[src/rtl/count_seq_pkg.sv]
// Shared constants for the count sequencer: FSM encodings, data width, requester count.
package count_seq_pkg;
  localparam int DATA_W  = 8;
  localparam int NUM_REQ = 2;

  typedef logic [DATA_W-1:0] data_t;

  localparam logic [1:0] ST_IDLE  = 2'd0;
  localparam logic [1:0] ST_LOAD  = 2'd1;
  localparam logic [1:0] ST_COUNT = 2'd2;
  localparam logic [1:0] ST_DONE  = 2'd3;
endpackage

[src/rtl/rr_arb2.sv]
// Two-requester round-robin arbiter; the pointer names the requester that wins a tie.
module rr_arb2 (
  input  logic       clk,
  input  logic       rst,
  input  logic [1:0] req,
  input  logic       advance,
  output logic       gnt_sel
);
  logic ptr, last;

  assign gnt_sel = req[ptr] ? ptr : ~ptr;

  // The requester picked at grant is remembered so advance can hand priority to the other one.
  always_ff @(posedge clk) begin
    if (rst) begin
      ptr  <= 1'b0;
      last <= 1'b0;
    end else begin
      if (|req)   last <= gnt_sel;
      if (advance) ptr <= ~last;
    end
  end
endmodule

[src/rtl/count_seq_ctrl.sv]
// Sequencer that grants a shared external up-counter to one of two requesters per run.
// Optional abort input/aborted output are built when COUNT_SEQ_ABORT_EN is defined.
module count_seq_ctrl
  import count_seq_pkg::*;
(
  input  logic       clk,
  input  logic       rst,
  input  logic       req0,
  input  logic       req1,
  input  logic [7:0] ini0,
  input  logic [7:0] ini1,
  input  logic [7:0] fin0,
  input  logic [7:0] fin1,
  output logic       gnt0,
  output logic       gnt1,
  output logic       done0,
  output logic       done1,
  output logic [7:0] entrada,
  output logic       load,
  output logic       countUp,
  input  logic [7:0] REz
`ifdef COUNT_SEQ_ABORT_EN
  ,
  input  logic       abort,
  output logic       aborted
`endif
);
  logic [1:0]         state_q;
  logic               owner_q;
  data_t              ini_q, fin_q;
  logic [NUM_REQ-1:0] arb_req;
  logic               gnt_sel, advance, abort_hit, busy;

  // Only IDLE arbitrates, so the arbiter sees requests solely when a grant can happen.
  assign arb_req = (state_q == ST_IDLE) ? {req1, req0} : '0;

`ifdef COUNT_SEQ_ABORT_EN
  logic aborted_q;
  assign abort_hit = abort && ((state_q == ST_LOAD) || (state_q == ST_COUNT));
  assign aborted   = aborted_q;

  always_ff @(posedge clk) begin
    if (rst) aborted_q <= 1'b0;
    else     aborted_q <= abort_hit;
  end
`else
  assign abort_hit = 1'b0;
`endif

  assign advance = (state_q == ST_DONE) || abort_hit;

  rr_arb2 u_arb (
    .clk     (clk),
    .rst     (rst),
    .req     (arb_req),
    .advance (advance),
    .gnt_sel (gnt_sel)
  );

  always_ff @(posedge clk) begin
    if (rst) begin
      state_q <= ST_IDLE;
      owner_q <= 1'b0;
      ini_q   <= '0;
      fin_q   <= '0;
    end else begin
      case (state_q)
        ST_IDLE: if (|arb_req) begin
          state_q <= ST_LOAD;
          owner_q <= gnt_sel;
          ini_q   <= gnt_sel ? ini1 : ini0;
          fin_q   <= gnt_sel ? fin1 : fin0;
        end
        ST_LOAD:  state_q <= ST_COUNT;
        ST_COUNT: if (REz == fin_q) state_q <= ST_DONE;
        default:  state_q <= ST_IDLE;
      endcase
      if (abort_hit) state_q <= ST_IDLE;
    end
  end

  assign busy    = (state_q != ST_IDLE);
  assign gnt0    = busy && !owner_q;
  assign gnt1    = busy &&  owner_q;
  assign done0   = (state_q == ST_DONE) && !owner_q;
  assign done1   = (state_q == ST_DONE) &&  owner_q;
  assign load    = (state_q == ST_LOAD);
  assign entrada = load ? ini_q : 8'h00;
  // Stepping stops on the cycle REz already equals the target, so ini==fin gives no increments.
  assign countUp = (state_q == ST_COUNT) && (REz != fin_q);
endmodule

[config.mk]
export PLATFORM = sky130hd
export DESIGN_NAME = count_seq_ctrl
export DESIGN_NICKNAME = d
export VERILOG_FILES = /design/src/rtl/count_seq_pkg.sv /design/src/rtl/rr_arb2.sv /design/src/rtl/count_seq_ctrl.sv
export SDC_FILE = /design/constraint.sdc
export NUM_CORES = 1
export LEC_CHECK = 0
export ABC_AREA = 0
export BUFFER_PORTS_ARGS = -buffer_cell sky130_fd_sc_hd__buf_2
export CAP_MARGIN = 20
export CORE_MARGIN = 2
export CORE_UTILIZATION = 41
export CTS_CLUSTER_DIAMETER = 150
export DETAILED_ROUTE_END_ITERATION = 12
export PLACE_DENSITY = 0.84
export SYNTH_ARGS = -nofsm -noshare
export SYNTH_HDL_FRONTEND = slang
export SYNTH_SLANG_ARGS = --single-unit
export TNS_END_PERCENT = 5
[constraint.sdc]
create_clock -name clk -period 1.6 [get_ports clk]
set_clock_uncertainty 0.1 [all_clocks]
set_input_delay 0.16 -clock clk [delete_from_list [all_inputs] [get_ports clk]]
set_output_delay 0.16 -clock clk [all_outputs]
set_load 0.01 [all_outputs]
* Yosys cells after proc, flatten, opt, wreduce, memory -nomap -nowiden
Index checks and enable logic that the tools add are counted.
** Storage, ports and cells
- Register bits :: 21
- Word-level logic and storage cells :: 37
- Output and inout port bits :: 14
** Operators by class
- Order comparisons :: 1
- Bitwise logic cells :: 2
- Reductions and logical operators :: 11
- Equality and inequality tests :: 7
- Mux-type cells :: 10
** Operator list (count)
- $mux W8 :: 3
- $eq A8 B8 Y1 :: 1
- $ne A8 B8 Y1 :: 1
- $mux W2 :: 3
- $pmux W2 S3 :: 1
- $logic_and A1 B1 Y1 :: 5
- $eq A2 B2 Y1 const B :: 2
- $reduce_and A2 Y1 :: 2
- $mux W1 :: 3
- $eq A2 B1 Y1 const B :: 1
- $logic_not A2 Y1 :: 1
- $lt A1 B2 Y1 const B :: 1
- $ne A2 B1 Y1 const B :: 1
- $ne A2 B2 Y1 const B :: 1
- $not A1 Y1 :: 2
- $reduce_bool A2 Y1 :: 1
- $reduce_or A2 Y1 :: 1
- $logic_not A1 Y1 :: 1

* Longest topological paths before layout
Gate-level depths: netlist (run 1).
- Depth in word-level cells :: 6
- Mapped depth :: 8
- Depth with buffers taken out :: 6

* Cells and area by module
A second synthesis (run 1) with hierarchy kept.
** Second synthesis, totals
- Cells, all modules :: 136
- Area, all modules :: 1342.5 um2
** By module, submodules not included
- count_seq_ctrl :: area an instance 1263.7 um2, times used 1, sequential area each 380.4 um2, cells each 127
- rr_arb2 :: area an instance 78.8 um2, times used 1, sequential area each 40.0 um2, cells each 9

* Least setup slack after synthesis (run 1)
Ideal clock, no wire load.
- Path type :: register to register
- From :: register state_q[0]
- To :: register fin_q[0]
- Data arrival time :: 1459 ps
- Setup slack :: -97 ps
- Cell stages (with the launch flop) :: 8
- Path buffers :: 2
- Data required time :: 1362 ps
- Path through :: dfxtp_1 -> inv_1 -> ha_1 -> a31oi_1 -> buf_6 -> buf_12 -> mux2i_1 -> a211oi_1
** Between the ends
- Cells in the longest elaborated chain, start to end :: 6
- Elaborated cells between the ends (all ways) :: 8
- Those cells by class :: mux: 5; reduce/logical: 3
** RTL lines
- start, declared :: line count_seq_ctrl.sv:28 : logic [1:0] state_q;
- start signal, assigned :: line count_seq_ctrl.sv:62 : state_q <= ST_IDLE;
- start signal, assigned :: line count_seq_ctrl.sv:69 : state_q <= ST_LOAD;
- start signal, assigned :: line count_seq_ctrl.sv:74 : ST_LOAD: state_q <= ST_COUNT;
- $logic_not A2 Y1 * :: line count_seq_ctrl.sv:35, count_seq_ctrl.sv:67
- $mux W2 :: line count_seq_ctrl.sv:35 : assign arb_req = (state_q == ST_IDLE) ? {req1, req0} : '0;
- $mux W1 (implied by the code) (2 in series) :: line rr_arb2.sv:11 : assign gnt_sel = req[ptr] ? ptr : ~ptr;
- $mux W1 :: line rr_arb2.sv:11
- $mux W8 :: line count_seq_ctrl.sv:72 : fin_q <= gnt_sel ? fin1 : fin0;
- end signal, assigned :: line count_seq_ctrl.sv:72
- end, declared :: line count_seq_ctrl.sv:30 : data_t ini_q, fin_q;
Mark *: on every way between the ends. The rest lies on a longest branch, timed or not. The select of a mux whose other input is x is not followed.
A chain may end at the register's enable or synchronous reset.

* Worst setup path in the final report (run 1)
- From :: register fin_q[0]
- To :: output port countUp
** Between the ends
- Cells in the longest elaborated chain, start to end :: 2
** RTL lines
- $ne A8 B8 Y1 :: line count_seq_ctrl.sv:90 : assign countUp = (state_q == ST_COUNT) && (REz != fin_q);
- $logic_and A1 B1 Y1 :: line count_seq_ctrl.sv:90
- end, declared :: line count_seq_ctrl.sv:20 : output logic countUp,
No other way between the ends.

==> results of run 1 <==
-- synthesized netlist by cell type, drive strengths merged --
library cell | instances | area share
nand3 | 4 | 0.016
xor2 | 8 | 0.057
mux2i | 16 | 0.13
o21a | 3 | 0.018
inv | 3 | 0.0092
and2 | 9 | 0.046
buf | 3 | 0.030
nand2 | 2 | 0.0061
ha | 5 | 0.051
a211o | 2 | 0.014
o21bai | 1 | 0.0061
nor2 | 18 | 0.055
a21boi | 1 | 0.0061
a211oi | 17 | 0.10
nor4b | 1 | 0.0071
dfxtp | 21 | 0.34
a21oi | 2 | 0.0082
nor4 | 3 | 0.026
and2b | 1 | 0.0071
nor3 | 1 | 0.0041
nor3b | 2 | 0.016
nor2b | 1 | 0.0051
a31oi | 3 | 0.015
clkbuf | 6 | 0.018
-- routing by layer --
layer  share of wire  routed length, um  vias up  GRT usage
met5               0                  0        -          0
met4           0.020                 58        0     0.0909
met3           0.074                219        6     0.0505
met2            0.48               1420       46      0.299
met1            0.43               1260      517      0.213
li1                -                  -      599          -
-- flip-flops by register name, indices dropped and copies added (netlist names) --
signal	flops
fin_q	8
owner_q	1
ini_q	8
u_arb.last	1
u_arb.ptr	1
state_q	2
-- where the power goes --
group	switching, mW	internal (mW)	total, mW
sequential	0.122	0.735	0.858
combinational	0.808	0.783	1.59
clock	0.158	0.0971	0.255
-- per-stage QoR --
stage	setup TNS (ns)	hold slack, ns
2_1_floorplan	0	0.294
3_3_place_gp	0	0.324
3_5_place_dp	-0.0191	0.343
4_1_cts	-0.147	0.0829
5_1_grt	-1.43	0.0753
6_report	-0.0995	0.0845
-- cell families after synthesis --
kind of cell / after synthesis / share of synthesized area
AOI/OAI and AO/OA: 29 / 0.172
DFF: 21 / 0.343
adders and majority gates: 5 / 0.0510
and+or+nand+nor: 42 / 0.189
muxes: 16 / 0.131
xor gates and xnor gates: 8 / 0.0571
buffers and inverters: 12 / 0.0571
-- worst max-delay path by stage --
stage | to | from | cells after the start | slack, ns
after floorplan | fin_q[0] | state_q[0] | 8 | 0.02
after global routing | countUp | fin_q[0] | 4 | -0.16
final | countUp | fin_q[0] | 4 | -0.08
after CTS | countUp | fin_q[0] | 4 | -0.11
after detailed placement | ini_q[3] | state_q[0] | 7 | -0.02
after global placement | fin_q[4] | state_q[0] | 7 | 0.02
-- cell type report --
class                           count  share of cell area
Multi-Input combinational cell    100               0.468
Sequential cell                    21               0.254
Timing Repair Buffer               67               0.230
Tap cell                           31              0.0232
Clock buffer                        4              0.0157
Inverter                            3             0.00823
-- what timing repair did --
| action | 4_1_cts | 5_1_grt |
|---|---|---|
| endpoints found under the setup margin | 24 | 23 |
| buffers inserted | 1 | 0 |
| pin swaps | 9 | 12 |
| resized for setup | 7 | 5 |
| gates cloned | 0 | 0 |
-- worst register-to-register path: stages, from the launching register on --
cell and delay (ns):
sky130_fd_sc_hd__dfxtp_2 0.34, sky130_fd_sc_hd__inv_2 0.07, sky130_fd_sc_hd__ha_4 0.18, sky130_fd_sc_hd__a21oi_2 0.06, sky130_fd_sc_hd__a31oi_2 0.21, sky130_fd_sc_hd__buf_12 0.21, sky130_fd_sc_hd__mux2i_1 0.25, sky130_fd_sc_hd__a211oi_1 0.10
==> out/metrics.cfg, run 1 <==
[outcome]
run_status = complete, but fails checks
failed_checks = design-rule violations, negative setup slack

[clocking]
cts-hold-fix-buffers = 0
clock_tree.htree_level_count = 1
max-clock-path-buffers = 2
tritoncts = done
cts.sink_count = 21
clock_insertion_delay_worst_skew_ns = 0.30
cts.reportedPaths.clkPinSlew_ns = 0.12
cts-buffers-inserted = 3
clk_root_buf = sky130_fd_sc_hd__clkbuf_4

[timing]
finalSetupViolCount = 3
worst_slew_margin_rel = 0.767
final_max_slew_viol_count = 0
timing_hold_violations_final = 0
fin_crit_ns = 1.68
fmax_mhz = 597
rsz0062_at_grt = true
layout_worst_path_cycle_share = 1.05
fin_ws_ns = -0.0759
timing_worst_slew_pin_value_ns = 0.350

[pwr]
report.power.total_mw = 2.70
pwr_density_cell_nw_per_um2 = 1620
vdd_ir_drop_max_mv = 0.856
total_leakage_power_nw = 0.791

[cells_and_area]
layout.cells.most_common_list = sky130_fd_sc_hd__buf_2, sky130_fd_sc_hd__nor2_1, sky130_fd_sc_hd__a211oi_1, sky130_fd_sc_hd__dfxtp_1, sky130_fd_sc_hd__mux2i_1
seq_area_sq_um = 425
insertedDiodeCount = 0
multi_input_comb_area_sq_um = 783
areaGrowthSynthToFinish_pct = 36.4
post_route_non_filler_standard_cell_count = 226
layout-drive-gt1-share = 0.451
layout.core_utilization = 0.596
postLayoutCellArea_sq_um = 1670
num-fill-cells = 277
nNetsFinal = 245
layout.cells.most_common = sky130_fd_sc_hd__buf_2

[placed_design]
port-buffer-count = 57
cell_area_after_placement_sq_um = 1610
placed_insts = 221
preCtsSetupSlack_ns = -0.0187
place_congestion = 0.906
dp.final_hpwl_mm = 2.26

[worst_setup_path]
critical_path.reg2reg.startpoint = state_q[0]
timing.critical_path.slowest_cell_delay_ns = 0.36
r2r_setup_slack_ns = -0.02
cp.required_ns = 1.34
arrival_time_at_the_worst_endpoint_ns = 1.42
critPathBufInv = 1
reg2reg_depth = 7
critPathTopFamily = simple AND/OR/NAND/NOR gates
cpMaxStageDelayCell = sky130_fd_sc_hd__nor4_2
timing_worst_setup_path_type = flip-flop to primary output
crit_chain = xor2_1 > nor4_2 > a21boi_1 > buf_2
worstSetupStartpointType = flip-flop
crit_fanout = 2
endpoint_kind = primary output
r2r-end = fin_q[0]

[global_route]
first_global_vias = 1094
antenna_found_initial = 0
grt_overflow = 0
grt_first_pass_wirelength_mm = 4.66
grt_max_degree = 25
grt.total_usage = 0.180

[routing]
post_drt_via_cell_ratio = 5.17
remaining_drc_errors = 3
avgRoutedWirePerCell_um = 13.1
drt_iter0_markers = 15
wirelength_mm = 2.95
drtPass1Iterations = 8
num_vias = 1168
ant_nets = 0

[job]
timing.max_cap.violations = 0

[floorplanning]
total_die_area_sq_um = 3440
die_h_um = 58.7
die-width_um = 58.7
core_area_sq_um = 2810
start_util = 0.437
placementRows = 19
floorplan.io_pins = 58

[synthesis]
post_synth.cell_area_avg_sq_um = 9.22
sequential_element_share_of_the_synthesized_area = 0.343
synth_area_sq_um = 1230
synth_warnings = 0
number_of_synthesized_register_bits = 21
synthesis.nets = 182
synth_cell_types = 28
netlist_instances = 133

[min_path]
timing.hold.worst.class = input port to flip-flop
hold_path.startpoint = ini1[2]
holdPathStages = 3
min_delay_worst_endpoint = ini_q[2]

Power figures use the tool's default switching activity.
==> run 2: changes to the inputs <==
--- a/config.mk
+++ b/config.mk
@@ -13,6 +13,7 @@
 export CTS_CLUSTER_DIAMETER = 150
 export DETAILED_ROUTE_END_ITERATION = 12
 export PLACE_DENSITY = 0.84
+export SKIP_LAST_GASP = 1
 export SYNTH_ARGS = -nofsm -noshare
 export SYNTH_HDL_FRONTEND = slang
 export SYNTH_SLANG_ARGS = --single-unit
==> out/metrics.cfg, run 2 (synthesis gave the netlist of run 1 again) <==
[pwr]
internal_power_mw = 1.75  ; +8.4%
p_clk_frac = 0.088  ; -0.006
netSwitchingFraction = 0.399  ; -0.00355
power.net_switching_mw = 1.16  ; +6.8%
pwr_density_cell_nw_per_um2 = 1680  ; +4.0%
part_of_the_total_power_dissipated_in_combinational_logic = 0.618  ; +0.030
total_leakage_power_nw = 0.825  ; +4.3%
power_frac_seq = 0.294  ; -0.023
vdd_ir_drop_max_mv = 0.898  ; +4.9%

[placed_design]
port-buffer-count = 57  ; unchanged
dp.final_hpwl_mm = 2.26  ; unchanged
preCtsSetupSlack_ns = -0.0187  ; unchanged
place_congestion = 0.906  ; unchanged
cell_area_after_placement_sq_um = 1610  ; unchanged

[cells_and_area]
nNetsFinal = 249  ; +1.6%
layout-drive-gt1-share = 0.457  ; +0.00600
insertedDiodeCount = 0  ; unchanged
layout.cells.most_common_list = sky130_fd_sc_hd__buf_2, sky130_fd_sc_hd__nor2_1, sky130_fd_sc_hd__dfxtp_1
biggestRegsByFlops = fin_q (8), ini_q (8), state_q (2)
postLayoutCellArea_sq_um = 1730  ; +3.6%
layout.core_utilization = 0.618  ; +0.0214
layout.cells.most_common = sky130_fd_sc_hd__buf_2
areaGrowthSynthToFinish_pct = 41.3

[timing]
final_max_slew_viol_count = 0  ; unchanged
timing_hold_violations_final = 0  ; unchanged
setup-tns-final_ns = -1.78  ; -1.68 ns
fin_ws_ns = -0.137  ; -0.0607 ns
fin_crit_ns = 1.74  ; +0.0607 ns
timing_worst_slew_pin_value_ns = 0.353  ; +0.00326 ns
worst_slew_margin_rel = 0.765  ; -0.00217
fmax_mhz = 576  ; -3.5%
finalSetupViolCount = 27  ; +24
layout_worst_path_cycle_share = 1.09  ; +0.0380
rsz0062_at_grt = true

[floorplanning]
floorplan.io_pins = 58  ; unchanged
die_h_um = 58.7  ; unchanged
placementRows = 19  ; unchanged
start_util = 0.437  ; unchanged
core_area_sq_um = 2810  ; unchanged
die-width_um = 58.7  ; unchanged
total_die_area_sq_um = 3440  ; unchanged

[global_route]
antenna_found_initial = 0  ; unchanged
grt_max_degree = 25  ; unchanged
grt.total_usage = 0.179  ; -0.00137
grt_overflow = 0  ; unchanged
first_global_vias = 1091  ; -0.27%
grt_first_pass_wirelength_mm = 4.61  ; -1.0%

[clocking]
clock_insertion_delay_worst_skew_ns = 0.30  ; about the same
clk_root_buf = sky130_fd_sc_hd__clkbuf_4
max-clock-path-buffers = 2  ; unchanged
tritoncts = done
cts.reportedPaths.clkPinSlew_ns = 0.11  ; about the same
cts-hold-fix-buffers = 0  ; unchanged
clock_tree.htree_level_count = 1  ; unchanged
cts-buffers-inserted = 3  ; unchanged
cts.sink_count = 21  ; unchanged

[outcome]
failed_checks = design-rule violations, negative setup slack
run_status = complete, but fails checks

[routing]
remaining_drc_errors = 3  ; unchanged
ant_nets = 0  ; unchanged
drt_iter0_markers = 26  ; +11
drtPass1Iterations = 8  ; unchanged
avgRoutedWirePerCell_um = 14.3  ; +9.5%
post_drt_via_cell_ratio = 5.24  ; +1.4%
wirelength_mm = 3.29  ; +11%
num_vias = 1205  ; +3.2%

[worst_setup_path]
timing.critical_path.slowest_cell_delay_ns = 0.34  ; -0.02 ns
cp.required_ns = 1.68  ; +0.34 ns
timing_worst_setup_path_type = flip-flop to flip-flop
cpMaxStageDelayCell = sky130_fd_sc_hd__dfxtp_2
arrival_time_at_the_worst_endpoint_ns = 1.82  ; +0.40 ns
worstSetupStartpointType = flip-flop
endpoint_kind = flip-flop
crit_chain = inv_2 > ha_4 > a21oi_1 > a31oi_4 > clkbuf_16 > mux2i_1 > a211oi_1
crit_fanout = 8  ; +6

[job]
timing.max_cap.violations = 0  ; unchanged

[min_path]
timing.hold.worst.class = input port to flip-flop

-- run 2: power by group through the flow --
stage	sequential, mW	combinational (mW)	clock, mW
finish	0.856	1.80	0.257
global placement	0.853	1.50	0
CTS	0.854	1.54	0.259
global route	0.878	1.97	0.299
detailed placement	0.864	1.52	0
floorplan	0.851	1.08	0
-- run 2: layer usage --
metal  wire [um]  GRT usage  share of wire  up-vias
met5           0          0              0        -
met4          58     0.0909          0.018        0
met3         218     0.0593          0.066        6
met2        1680      0.292           0.51       46
met1        1340      0.208           0.41      545
li1            -          -              -      608
-- run 2: path summary, 6_finish.rpt --
path,start,end,slack (ns),cells after the start
min,ini1[5],ini_q[5],0.08,3
max reg2reg,state_q[0],fin_q[1],-0.14,7
max,state_q[0],fin_q[1],-0.14,7
min reg2reg,u_arb.last,u_arb.ptr,0.36,1
-- run 2: layout make-up --
class,instances,area [sq um]
clock buffers,4,26.3
fillers,269,1070
inverters,3,11.3
multi-input cells,100,781
flip-flops and latches,21,425
well taps,31,38.8
repair buffers,71,450
-- run 2: timing repair --
action                                  4_1_cts  5_1_grt
endpoints found under the setup margin       24       31
cloned                                        0        2
gates resized for setup                       3        7
buffers inserted                              1        2
pin swaps                                     3        2
-- run 2: stage by stage --
stage	std cells	power, mW	hold WS (ns)
final	230	2.91	0.0847
after global routing	230	3.14	0.0683
after CTS	226	2.65	0.0829
after detailed placement	221	2.39	0.343
after global placement	221	2.35	0.324
after floorplan	133	1.94	0.294
-- run 2: worst max-delay path: cells and delay by family, from the launching register on --
family	cells	cell delay [ns]
AOI/OAI and AO/OA	3	0.50
adders and majority gates	1	0.18
buffers and inverters	2	0.30
DFF	1	0.34
muxes	1	0.20
==> run 3: changes to the inputs <==
--- a/config.mk
+++ b/config.mk
@@ -9,12 +9,11 @@
 export BUFFER_PORTS_ARGS = -buffer_cell sky130_fd_sc_hd__buf_2
 export CAP_MARGIN = 20
 export CORE_MARGIN = 2
-export CORE_UTILIZATION = 41
+export CORE_UTILIZATION = 49
 export CTS_CLUSTER_DIAMETER = 150
 export DETAILED_ROUTE_END_ITERATION = 12
-export PLACE_DENSITY = 0.84
+export PLACE_DENSITY = 0.93
 export SKIP_LAST_GASP = 1
 export SYNTH_ARGS = -nofsm -noshare
 export SYNTH_HDL_FRONTEND = slang
 export SYNTH_SLANG_ARGS = --single-unit
-export TNS_END_PERCENT = 5
==> constraint.sdc (replaced) <==
create_clock -name clk -period 2.02 [get_ports clk]
set_clock_uncertainty 0.1 [all_clocks]
set_input_delay 0.202 -clock clk [delete_from_list [all_inputs] [get_ports clk]]
set_output_delay 0.202 -clock clk [all_outputs]
set_load 0.01 [all_outputs]
==> out/metrics.cfg, run 3 (synthesis gave the netlist of run 1 again) <==
[worst_setup_path]
critPathTopFamily = simple AND/OR/NAND/NOR gates
crit_fanout = 5  ; -3
critPathBufInv = 1  ; -1
reg2reg_depth = 7  ; unchanged
cpMaxStageDelayCell = sky130_fd_sc_hd__nor4_2
timing_worst_setup_path_type = flip-flop to primary output
arrival_time_at_the_worst_endpoint_ns = 1.60  ; -0.22 ns
worstSetupPathDepth = 4  ; -3
cp.required_ns = 1.72  ; +0.04 ns
worstSetupStartpointType = flip-flop
crit_chain = xor2_1 > nor4_2 > a21boi_0 > buf_2
timing.critical_path.slowest_cell_delay_ns = 0.47  ; +0.13 ns
endpoint_kind = primary output
r2r_setup_slack_ns = 0.17  ; +0.31 ns

[routing]
met2_wirelength_mm = 1.48  ; -12%
drt_iter0_markers = 16  ; -38%
wirelength_mm = 2.82  ; -14%
avgRoutedWirePerCell_um = 13.0  ; -9.3%
post_drt_via_cell_ratio = 5.24  ; about the same
met3_wirelength_um = 129  ; -41%
num_vias = 1136  ; -5.7%
detail_route.wirelength.met1_mm = 1.16  ; -13%
route.top_layer_used = met4
ant_nets = 0  ; unchanged
drtPass1Iterations = 4  ; -4
remaining_drc_errors = 0  ; -3

[timing]
fin_ws_ns = 0.117  ; +0.254 ns
layout_worst_path_cycle_share = 0.942
worst_slew_margin_rel = 0.694  ; -0.0709
finalSetupViolCount = 0  ; -100%
rsz0062_at_grt = false
timing_hold_violations_final = 0  ; unchanged
fin_crit_ns = 1.90
final_max_slew_viol_count = 0  ; unchanged
timing_worst_slew_pin_value_ns = 0.456  ; +0.103 ns
hold_slack_ns = 0.112  ; +0.0269 ns
fmax_mhz = 525
setup-tns-final_ns = 0  ; +1.78 ns

[pwr]
pwr_density_cell_nw_per_um2 = 1270  ; -24%
netSwitchingFraction = 0.415  ; +0.0164
p_clk_frac = 0.102  ; +0.014
internal_power_mw = 1.17  ; -33%
total_leakage_power_nw = 0.752  ; -8.9%
power_frac_seq = 0.342  ; +0.048
report.power.total_mw = 2.00  ; -31%
vdd_ir_drop_max_mv = 0.812  ; -9.6%
power.net_switching_mw = 0.830  ; -29%
part_of_the_total_power_dissipated_in_combinational_logic = 0.556  ; -0.062

[placed_design]
port-buffer-count = 57  ; unchanged
placed_insts = 213  ; -3.6%
cell_area_after_placement_sq_um = 1540  ; -4.3%
preCtsSetupSlack_ns = 0.181  ; +0.200 ns
dp.final_hpwl_mm = 2.14  ; -5.4%
place_congestion = 0.807  ; -11%

[floorplanning]
die_h_um = 54.0  ; -7.9%
start_util = 0.504  ; +0.0670
core_area_sq_um = 2430  ; -13%
total_die_area_sq_um = 2920  ; -15%
placementRows = 18  ; -1
floorplan.io_pins = 58  ; unchanged
die-width_um = 54.0  ; -7.9%

[global_route]
grt_max_degree = 36  ; +44%
first_global_vias = 1004  ; -8.0%
grt_overflow = 0  ; unchanged
grt_first_pass_wirelength_mm = 4.12  ; -11%
grt.total_usage = 0.198  ; +0.0189
antenna_found_initial = 0  ; unchanged

[cells_and_area]
layout.core_utilization = 0.646  ; +0.0283
layout-drive-gt1-share = 0.358  ; -0.0990
areaGrowthSynthToFinish_pct = 28.2
nNetsFinal = 237  ; -4.8%
layout.cells.most_common = sky130_fd_sc_hd__buf_2
biggestRegsByFlops = fin_q (8), ini_q (8), state_q (2)
post_route_non_filler_standard_cell_count = 217  ; -5.7%
postLayoutCellArea_sq_um = 1570  ; -9.3%
insertedDiodeCount = 0  ; unchanged
layout.cells.most_common_list = sky130_fd_sc_hd__buf_2, sky130_fd_sc_hd__dfxtp_1, sky130_fd_sc_hd__nor2_1

[clocking]
max-clock-path-buffers = 2  ; unchanged
tritoncts = done
post-cts-setup-buffers = 0  ; -1
cts-buffers-inserted = 3  ; unchanged
clock_tree.htree_level_count = 1  ; unchanged
clock_insertion_delay_worst_skew_ns = 0.31  ; about the same
cts-hold-fix-buffers = 0  ; unchanged
cts.sink_count = 21  ; unchanged
cts.reportedPaths.clkPinSlew_ns = 0.12  ; about the same
postCtsResizedCells = 0  ; -3
clk_root_buf = sky130_fd_sc_hd__clkbuf_4

[outcome]
run_status = finished, final reports clean

[min_path]
holdPathStages = 3  ; unchanged
timing.hold.worst.class = input port to flip-flop

[job]
timing.max_cap.violations = 0  ; unchanged

==> run 3: changes by cell type in the layout (fill, tap and decap cells not counted), sizes merged <==
cell | previous run | this run
buf | 69 | 59
clkbuf | 6 | 4
==> run 3: worst register-to-register path, cell delays in order, from the launching register on <==
cell	delay [ns]
sky130_fd_sc_hd__dfxtp_1	0.38
sky130_fd_sc_hd__inv_1	0.11
sky130_fd_sc_hd__ha_1	0.30
sky130_fd_sc_hd__a21oi_1	0.11
sky130_fd_sc_hd__a31oi_2	0.21
sky130_fd_sc_hd__buf_12	0.20
sky130_fd_sc_hd__mux2i_1	0.23
sky130_fd_sc_hd__a211oi_1	0.09
==> run 3: path summary, 6_finish.rpt <==
check             start   endpoint
max            fin_q[7]    countUp
max reg2reg  state_q[0]   fin_q[0]
min reg2reg  u_arb.last  u_arb.ptr
min             fin1[3]   fin_q[3]
==> run 3: area by class of cell <==
class	count	area, sq um
Timing Repair Buffer	59	325
Sequential cell	21	420
Multi-Input combinational cell	100	751
Tap cell	30	37.5
Fill cell	209	861
Inverter	3	11.3
Clock buffer	4	26.3
==> run 3: per-layer routing <==
layer  global-route usage  vias up
met5                    0        -
met4                0.100        0
met3               0.0278        5
met2                0.362       36
met1                0.220      512
li1                     -      583
==> run 3: power groups by stage <==
| stage | combinational, mW | sequential [mW] | clock, mW |
|---|---|---|---|
| CTS | 1.10 | 0.684 | 0.207 |
| floorplan | 0.831 | 0.668 | 0 |
| detailed placement | 1.10 | 0.694 | 0 |
| global route | 1.22 | 0.709 | 0.224 |
| global placement | 1.06 | 0.682 | 0 |
| finish | 1.11 | 0.685 | 0.204 |
